### src/rtl/support_io_pkg.sv
// Shared constants for the support I/O mailbox slot.
//   - Register sub-addresses within the slot's 16-address window.
//   - Bit positions of the status byte (address MBX_STAT, read).
//   - Bit positions of the control byte (address MBX_STAT, write).
//   - Bit positions of the interrupt-enable byte (address MBX_IE).
package support_io_pkg;

    // Register map
    localparam logic [3:0] MBX_DATA = 4'd0;
    localparam logic [3:0] MBX_STAT = 4'd1;
    localparam logic [3:0] MBX_IE   = 4'd2;

    // Value driven for unmapped reads and for an empty data register
    localparam logic [7:0] RD_IDLE = 8'hFF;

    // Status byte bit positions
    localparam int unsigned STAT_UP_NE    = 0;
    localparam int unsigned STAT_DN_NF    = 1;
    localparam int unsigned STAT_OVF_UP   = 2;
    localparam int unsigned STAT_OVF_DN   = 3;
    localparam int unsigned STAT_UP_FULL  = 4;
    localparam int unsigned STAT_DN_EMPTY = 5;
    localparam int unsigned STAT_IRQ      = 6;

    // Control byte bit positions
    localparam int unsigned CTRL_CLR_OVF = 0;
    localparam int unsigned CTRL_FLUSH   = 1;

    // Interrupt-enable bit positions
    localparam int unsigned IE_UP_NE    = 0;
    localparam int unsigned IE_DN_EMPTY = 1;

endpackage

### src/rtl/support_mailbox_fifo.sv
// Synchronous byte FIFO used for both mailbox directions.
// Full/empty are judged on the level at the start of the cycle, so a push into a full FIFO is
// dropped even when a pop happens in the same cycle. Flush wins over push and pop.
// Ports:
//   clk_i, rst_i   clock, synchronous active-high reset
//   push, din      write request and data (ignored when full)
//   pop            advance the head (ignored when empty)
//   flush          empty the FIFO
//   dout           current head (valid when !empty)
//   full, empty    occupancy flags
//   level          number of stored bytes, 0..DEPTH
module support_mailbox_fifo
    import support_io_pkg::*;
#(
    parameter int unsigned DEPTH = 16,
    parameter int unsigned LW    = $clog2(DEPTH) + 1
) (
    input  logic          clk_i,
    input  logic          rst_i,
    input  logic          push,
    input  logic          pop,
    input  logic          flush,
    input  logic [7:0]    din,
    output logic [7:0]    dout,
    output logic          full,
    output logic          empty,
    output logic [LW-1:0] level
);

    localparam int unsigned AW = $clog2(DEPTH);

    logic [7:0]    mem_q [DEPTH];
    logic [AW-1:0] rd_ptr_q, wr_ptr_q;
    logic [LW-1:0] level_q, level_d;
    logic          push_ok, pop_ok;

    assign full    = (level_q == LW'(DEPTH));
    assign empty   = (level_q == '0);
    assign level   = level_q;
    assign push_ok = push & ~full & ~flush;
    assign pop_ok  = pop & ~empty & ~flush;
    assign dout    = mem_q[rd_ptr_q];

    always_comb begin
        level_d = level_q;
        unique case ({push_ok, pop_ok})
            2'b10:   level_d = level_q + 1'b1;
            2'b01:   level_d = level_q - 1'b1;
            default: level_d = level_q;
        endcase
    end

    // Pointers wrap naturally because DEPTH is a power of two
    always_ff @(posedge clk_i) begin
        if (rst_i || flush) begin
            rd_ptr_q <= '0;
            wr_ptr_q <= '0;
            level_q  <= '0;
        end else begin
            if (push_ok) wr_ptr_q <= wr_ptr_q + 1'b1;
            if (pop_ok)  rd_ptr_q <= rd_ptr_q + 1'b1;
            level_q <= level_d;
        end
    end

    always_ff @(posedge clk_i) begin
        if (push_ok) mem_q[wr_ptr_q] <= din;
    end

endmodule

### src/rtl/support_mailbox.sv
// Byte-wide mailbox on one slot of the support I/O switch.
// Down path: CPU writes to MBX_DATA -> down FIFO -> tx_* stream to the support processor.
// Up path:   rx_* stream -> up FIFO -> CPU reads of MBX_DATA (popped when the read strobe ends).
// Optional feature macro: SUPPORT_MAILBOX_IRQ_EN adds irq_o and the IE register at MBX_IE.
// Ports:
//   clk_i, rst_i         clock, synchronous active-high reset
//   A_i, D_i, D_o        sub-address, write data, combinational read data
//   nrd_i, nwr_i         active-low strobes for this slot
//   tx_data_o/valid_o/ready_i   down stream (head of down FIFO, 8'h00 when empty)
//   rx_data_i/valid_i/ready_o   up stream
//   irq_o                registered interrupt (only with SUPPORT_MAILBOX_IRQ_EN)
module support_mailbox
    import support_io_pkg::*;
#(
    parameter int unsigned DEPTH = 16,
    parameter int unsigned LW    = $clog2(DEPTH) + 1
) (
    input  logic       clk_i,
    input  logic       rst_i,
    input  logic [3:0] A_i,
    input  logic [7:0] D_i,
    output logic [7:0] D_o,
    input  logic       nrd_i,
    input  logic       nwr_i,
    output logic [7:0] tx_data_o,
    output logic       tx_valid_o,
    input  logic       tx_ready_i,
    input  logic [7:0] rx_data_i,
    input  logic       rx_valid_i,
    output logic       rx_ready_o
`ifdef SUPPORT_MAILBOX_IRQ_EN
    ,
    output logic       irq_o
`endif
);

    // Strobe edge detection. The arm flags stop a strobe that is already low when reset
    // releases from producing any event until it has been seen high again.
    logic       nwr_q, nrd_q, wr_arm_q, rd_arm_q;
    logic [3:0] rd_addr_q;
    logic       wr_ev, rd_start, rd_end;

    assign wr_ev    = ~nwr_i & nwr_q & wr_arm_q;
    assign rd_start = ~nrd_i & nrd_q & rd_arm_q;
    assign rd_end   = nrd_i & ~nrd_q & rd_arm_q;

    always_ff @(posedge clk_i) begin
        if (rst_i) begin
            nwr_q     <= 1'b1;
            nrd_q     <= 1'b1;
            wr_arm_q  <= nwr_i;
            rd_arm_q  <= nrd_i;
            rd_addr_q <= '0;
        end else begin
            nwr_q    <= nwr_i;
            nrd_q    <= nrd_i;
            wr_arm_q <= wr_arm_q | nwr_i;
            rd_arm_q <= rd_arm_q | nrd_i;
            if (rd_start) rd_addr_q <= A_i;
        end
    end

    // Register decode
    logic wr_data, wr_ctrl, flush, clr_ovf;

    assign wr_data = wr_ev & (A_i == MBX_DATA);
    assign wr_ctrl = wr_ev & (A_i == MBX_STAT);
    assign flush   = wr_ctrl & D_i[CTRL_FLUSH];
    assign clr_ovf = wr_ctrl & D_i[CTRL_CLR_OVF];

    // FIFOs
    logic [7:0]    dn_dout, up_dout;
    logic          dn_full, dn_empty, up_full, up_empty;
    logic [LW-1:0] dn_level, up_level;
    logic          dn_pop, up_push, up_pop;

    assign dn_pop  = tx_valid_o & tx_ready_i;
    assign up_push = rx_valid_i & rx_ready_o;
    assign up_pop  = rd_end & (rd_addr_q == MBX_DATA);

    support_mailbox_fifo #(
        .DEPTH (DEPTH),
        .LW    (LW)
    ) u_dn_fifo (
        .clk_i (clk_i),
        .rst_i (rst_i),
        .push  (wr_data),
        .pop   (dn_pop),
        .flush (flush),
        .din   (D_i),
        .dout  (dn_dout),
        .full  (dn_full),
        .empty (dn_empty),
        .level (dn_level)
    );

    support_mailbox_fifo #(
        .DEPTH (DEPTH),
        .LW    (LW)
    ) u_up_fifo (
        .clk_i (clk_i),
        .rst_i (rst_i),
        .push  (up_push),
        .pop   (up_pop),
        .flush (flush),
        .din   (rx_data_i),
        .dout  (up_dout),
        .full  (up_full),
        .empty (up_empty),
        .level (up_level)
    );

    assign tx_valid_o = ~dn_empty;
    assign tx_data_o  = dn_empty ? 8'h00 : dn_dout;
    assign rx_ready_o = ~up_full;

    // Sticky overflow flags; a new overflow in the same cycle as a clear wins
    logic ovf_up_q, ovf_up_d, ovf_dn_q, ovf_dn_d;

    always_comb begin
        ovf_up_d = ovf_up_q;
        ovf_dn_d = ovf_dn_q;
        if (clr_ovf) begin
            ovf_up_d = 1'b0;
            ovf_dn_d = 1'b0;
        end
        if (rx_valid_i & up_full) ovf_up_d = 1'b1;
        if (wr_data & dn_full)    ovf_dn_d = 1'b1;
    end

    always_ff @(posedge clk_i) begin
        if (rst_i) begin
            ovf_up_q <= 1'b0;
            ovf_dn_q <= 1'b0;
        end else begin
            ovf_up_q <= ovf_up_d;
            ovf_dn_q <= ovf_dn_d;
        end
    end

    // Interrupt
    logic irq_state;

`ifdef SUPPORT_MAILBOX_IRQ_EN
    logic [1:0] ie_q;
    logic [1:0] irq_cond;
    logic       irq_q;

    always_comb begin
        irq_cond              = '0;
        irq_cond[IE_UP_NE]    = ~up_empty;
        irq_cond[IE_DN_EMPTY] = dn_empty;
    end

    always_ff @(posedge clk_i) begin
        if (rst_i) begin
            ie_q  <= '0;
            irq_q <= 1'b0;
        end else begin
            if (wr_ev && (A_i == MBX_IE)) ie_q <= D_i[1:0];
            irq_q <= |(ie_q & irq_cond);
        end
    end

    assign irq_o     = irq_q;
    assign irq_state = irq_q;
`else
    assign irq_state = 1'b0;
`endif

    // Read mux: combinational on A_i so the switch sees stable data for the whole strobe
    logic [7:0] status;

    always_comb begin
        status                = '0;
        status[STAT_UP_NE]    = ~up_empty;
        status[STAT_DN_NF]    = ~dn_full;
        status[STAT_OVF_UP]   = ovf_up_q;
        status[STAT_OVF_DN]   = ovf_dn_q;
        status[STAT_UP_FULL]  = up_full;
        status[STAT_DN_EMPTY] = dn_empty;
        status[STAT_IRQ]      = irq_state;
    end

    always_comb begin
        D_o = RD_IDLE;
        case (A_i)
            MBX_DATA: D_o = up_empty ? RD_IDLE : up_dout;
            MBX_STAT: D_o = status;
`ifdef SUPPORT_MAILBOX_IRQ_EN
            MBX_IE:   D_o = {6'b0, ie_q};
`endif
            default:  D_o = RD_IDLE;
        endcase
    end

    level_in_range: assert property (@(posedge clk_i) disable iff (rst_i)
        (dn_level <= LW'(DEPTH)) && (up_level <= LW'(DEPTH)));

endmodule
### config.mk
export PLATFORM = sky130hd
export DESIGN_NAME = support_mailbox
export DESIGN_NICKNAME = d
export VERILOG_FILES = /design/src/rtl/support_io_pkg.sv /design/src/rtl/support_mailbox_fifo.sv /design/src/rtl/support_mailbox.sv
export SDC_FILE = /design/constraint.sdc
export NUM_CORES = 1
export LEC_CHECK = 0
export CAP_MARGIN = 20
export CORE_ASPECT_RATIO = 1.4
export CORE_MARGIN = 4
export CORE_UTILIZATION = 40
export DETAILED_ROUTE_END_ITERATION = 6
export GPL_TIMING_DRIVEN = 0
export MAX_ROUTING_LAYER = met4
export PLACE_DENSITY = 0.6
export REMOVE_ABC_BUFFERS = 1
export SKIP_CTS_REPAIR_TIMING = 1
export SYNTH_ARGS = -nofsm -noshare
export SYNTH_HDL_FRONTEND = slang
export SYNTH_SLANG_ARGS = --single-unit
### constraint.sdc
create_clock -name clk_i -period 4.9 [get_ports clk_i]
set_input_delay 0.49 -clock clk_i [delete_from_list [all_inputs] [get_ports clk_i]]
set_output_delay 0.49 -clock clk_i [all_outputs]
set_load 0.005 [all_outputs]
==> metrics <==
RSZ-0062 raised after global routing false; core area 30000 um^2; hold path start wr_arm_q$_DFF_P_; VDD IR-drop max 0.000296 V; Final Max Tran Viols 0; DIE AREA 33300 um^2; syn avg cell area about 18 um^2; CTS sink count 300; fin util between 40% and 50%; number of global-route vias before repair 6659; largest family of logic cells by synthesized area multiplexers; Synth Area in Adders under 10%; Worst Hold Slack 0.494 ns; Leak 4.44 nW; CP Data Required Time 5.34 ns; Crit. End Element flip-flop; setup_tns 0 ns; Nets 778; fin crit period between 3 and 4 ns; Least-Margin Pin Slew ~0.96 ns; post-synthesis xor/xnor area fraction 1.29%; first-pass GRT wire length 38800 um; share of synthesized area spent on multiplexers 14.8%; TritonRoute pass-1 iters 4; Crit Path Max Fanout 17; CTS buffer count 28; chip height 214 um; Slew HR 36.0%; antenna fix cells 0; CP startpoint D_i[1]; Post-Synth Simple-Gate Area 6.28%; clk_lat worst skew 0.53 ns; Yosys warnings 0; Post-Synthesis Cells between 600 and 700; HPWL after detailed placement roughly 17000 um; Synth Cell Area about 12000 um^2; CTS tree done; Worst R2R Path Depth 11; layout cells sized above 1 between 10% and 20%; CP arrival 4.27 ns; CTS Buffer Depth 3; Die W 155 um; Port Buffers between 40 and 50; unique cell type count in the Yosys netlist slightly above 50; DRC violations left 0; maximum clock rate 0.261 GHz; GRT Overall Usage 15.5%; synthesis-stage register bit count 300; flop2flop setup slack 1.47 ns; vias 6107; Startpoint Class input pin; CP Class in -> reg; asr flop ratio synth 0%; Pwr per Cell Area 372 nW/um^2; Vias/cell 5.35; antenna violations before repair 0; row count 75; area growth from synthesis to layout 14.9%; reg2reg start rd_addr_q[0]$_SDFFE_PP0P_; commonest non-fill, non-tap cell in the layout edfxtp_1; WHS Path Cells 1; H-tree depth 1; HP Class reg -> reg; clk slew on worst S/H paths approximately 0.060 ns; Final ANT Viol Nets 0; GPL Wtd Cong approximately 0.8; number of synthesized flops with an enable pin 256; Starting Density 40.6%; max cap viols 0; io pins between 40 and 50; register area share after synthesis approximately 70%; largest net degree at the start of global routing 33; final period utilization 78.1%; Avg WL per Cell 21.9 um; compound-cell area share of the yosys netlist 3.56%; clock root buffer master clkbuf_16; Finish-stage setup viols 0; status finished clean; final hold vios 0; detailed-route wire length 25000 um; grt ovf 0; DRT iter0 DRCs between 400 and 500; fill count 2577; Final Skew 0.00938 ns; commonest non-fill, non-tap cells in the layout edfxtp_1, mux4_2, nor2_1; prevailing post-synth register cell edfxtp_1
==> per-stage QoR <==
stage | instances | area [um^2] | worst slack [ns] | power, mW
4_1_cts | 1140 | 14000 | 1.04 | 5.27
5_1_grt | 1141 | 14000 | 0.729 | 5.40
6_report | 1141 | 14000 | 1.07 | 5.21
3_5_place_dp | 1088 | 13000 | 0.539 | 3.07
3_3_place_gp | 1080 | 12900 | 0.737 | 3.05
2_1_floorplan | 652 | 12000 | 1.74 | 2.96
==> layout make-up <==
class | count | area, um^2 | area share, %
repair buffers | 52 | 571 | 4.08
inverters | 11 | 41.3 | 0.295
well taps | 385 | 482 | 3.44
multi-input cells | 341 | 3390 | 24.2
clock inverters | 19 | 204 | 1.46
clock buffers | 33 | 741 | 5.29
flip-flops and latches | 300 | 8570 | 61.2
==> cell families (layout without fill, tap and decap cells) <==
group / Yosys count / after routing
xor gates and xnor gates: 18 / 18
AOI/OAI and AO/OA: 65 / 65
DFF: 300 / 300
adders and majority gates: 18 / 18
and+or+nand+nor: 141 / 141
muxes: 99 / 99
buffers and inverters: 50 / 115
==> synthesized netlist by cell type, drive strengths merged, types with 2 or more instances <==
master | n | area [um^2]
and2 | 17 | 106
inv | 11 | 41.3
mux4 | 65 | 1460
nand4 | 3 | 18.8
xnor2 | 4 | 35.0
mux2i | 32 | 320
nand2 | 18 | 70.1
ha | 18 | 225
clkbuf | 19 | 71.3
nor3b | 2 | 15.0
a211o | 2 | 17.5
and3 | 5 | 31.3
a21oi | 20 | 100
buf | 20 | 110
dfxtp | 44 | 881
and4 | 4 | 35.0
edfxtp | 256 | 7690
o32ai | 2 | 17.5
nor4 | 6 | 67.6
or2 | 3 | 18.8
nand2b | 9 | 56.3
nor2b | 3 | 18.8
nand3b | 2 | 15.0
xor2 | 14 | 123
mux2 | 2 | 22.5
nor3 | 6 | 30.0
a211oi | 5 | 37.5
a22oi | 2 | 15.0
o22ai | 14 | 87.6
or3 | 7 | 50.1
a21o | 4 | 30.0
o22a | 2 | 17.5
nand3 | 7 | 35.0
nor2 | 47 | 176
o21ai | 6 | 30.0
o31ai | 2 | 15.0
==> critical path, stage by stage <==
cell	delay (ns)
clkdlybuf4s50_1	0.83
and2_1	0.23
nand3_1	0.36
and2_1	0.37
inv_1	0.20
ha_1	0.42
xor2_1	0.13
ha_1	0.23
a211o_1	0.28
a21oi_1	0.15
a211oi_1	0.07
or3_1	0.33
a21oi_1	0.16
==> sequential cells by signal, indices dropped and copies added (netlist names), named ones only <==
signal and cells:
u_up_fifo.wr_ptr_q 4, u_dn_fifo.level 5, rd_addr_q 4, u_up_fifo.level 5, nwr_q 1, u_dn_fifo.wr_ptr_q 4, u_up_fifo.rd_ptr_q 4, ovf_up_q 1
rd_arm_q 1, nrd_q 1, u_up_fifo.mem_q 128, u_dn_fifo.mem_q 128, u_dn_fifo.rd_ptr_q 4, wr_arm_q 1, ovf_dn_q 1
==> final timing paths <==
kind | end
worst min register to register | wr_arm_q$_DFF_P_
worst max-delay path | u_up_fifo.level[4]$_SDFFE_PP0P_
worst max register to register | u_up_fifo.level[4]$_SDFFE_PP0P_
worst min-delay path | wr_arm_q$_DFF_P_
==> routing by layer <==
metal / global-route usage (%) / part of all wire, % / vias up
li1: - / - / 2812
met1: 17.9 / 38 / 3117
met2: 28.0 / 55 / 137
met3: 2.22 / 4.2 / 41
met4: 4.29 / 2.5 / 0
met5: - / 0 / -
==> where the power goes <==
group | switching (mW) | internal, mW
Clock | 0.903 | 1.29
Combinational | 0.111 | 0.0855
Sequential | 0.0204 | 2.79
Total | 1.03 | 4.17
(Power assumes the default switching activity.)
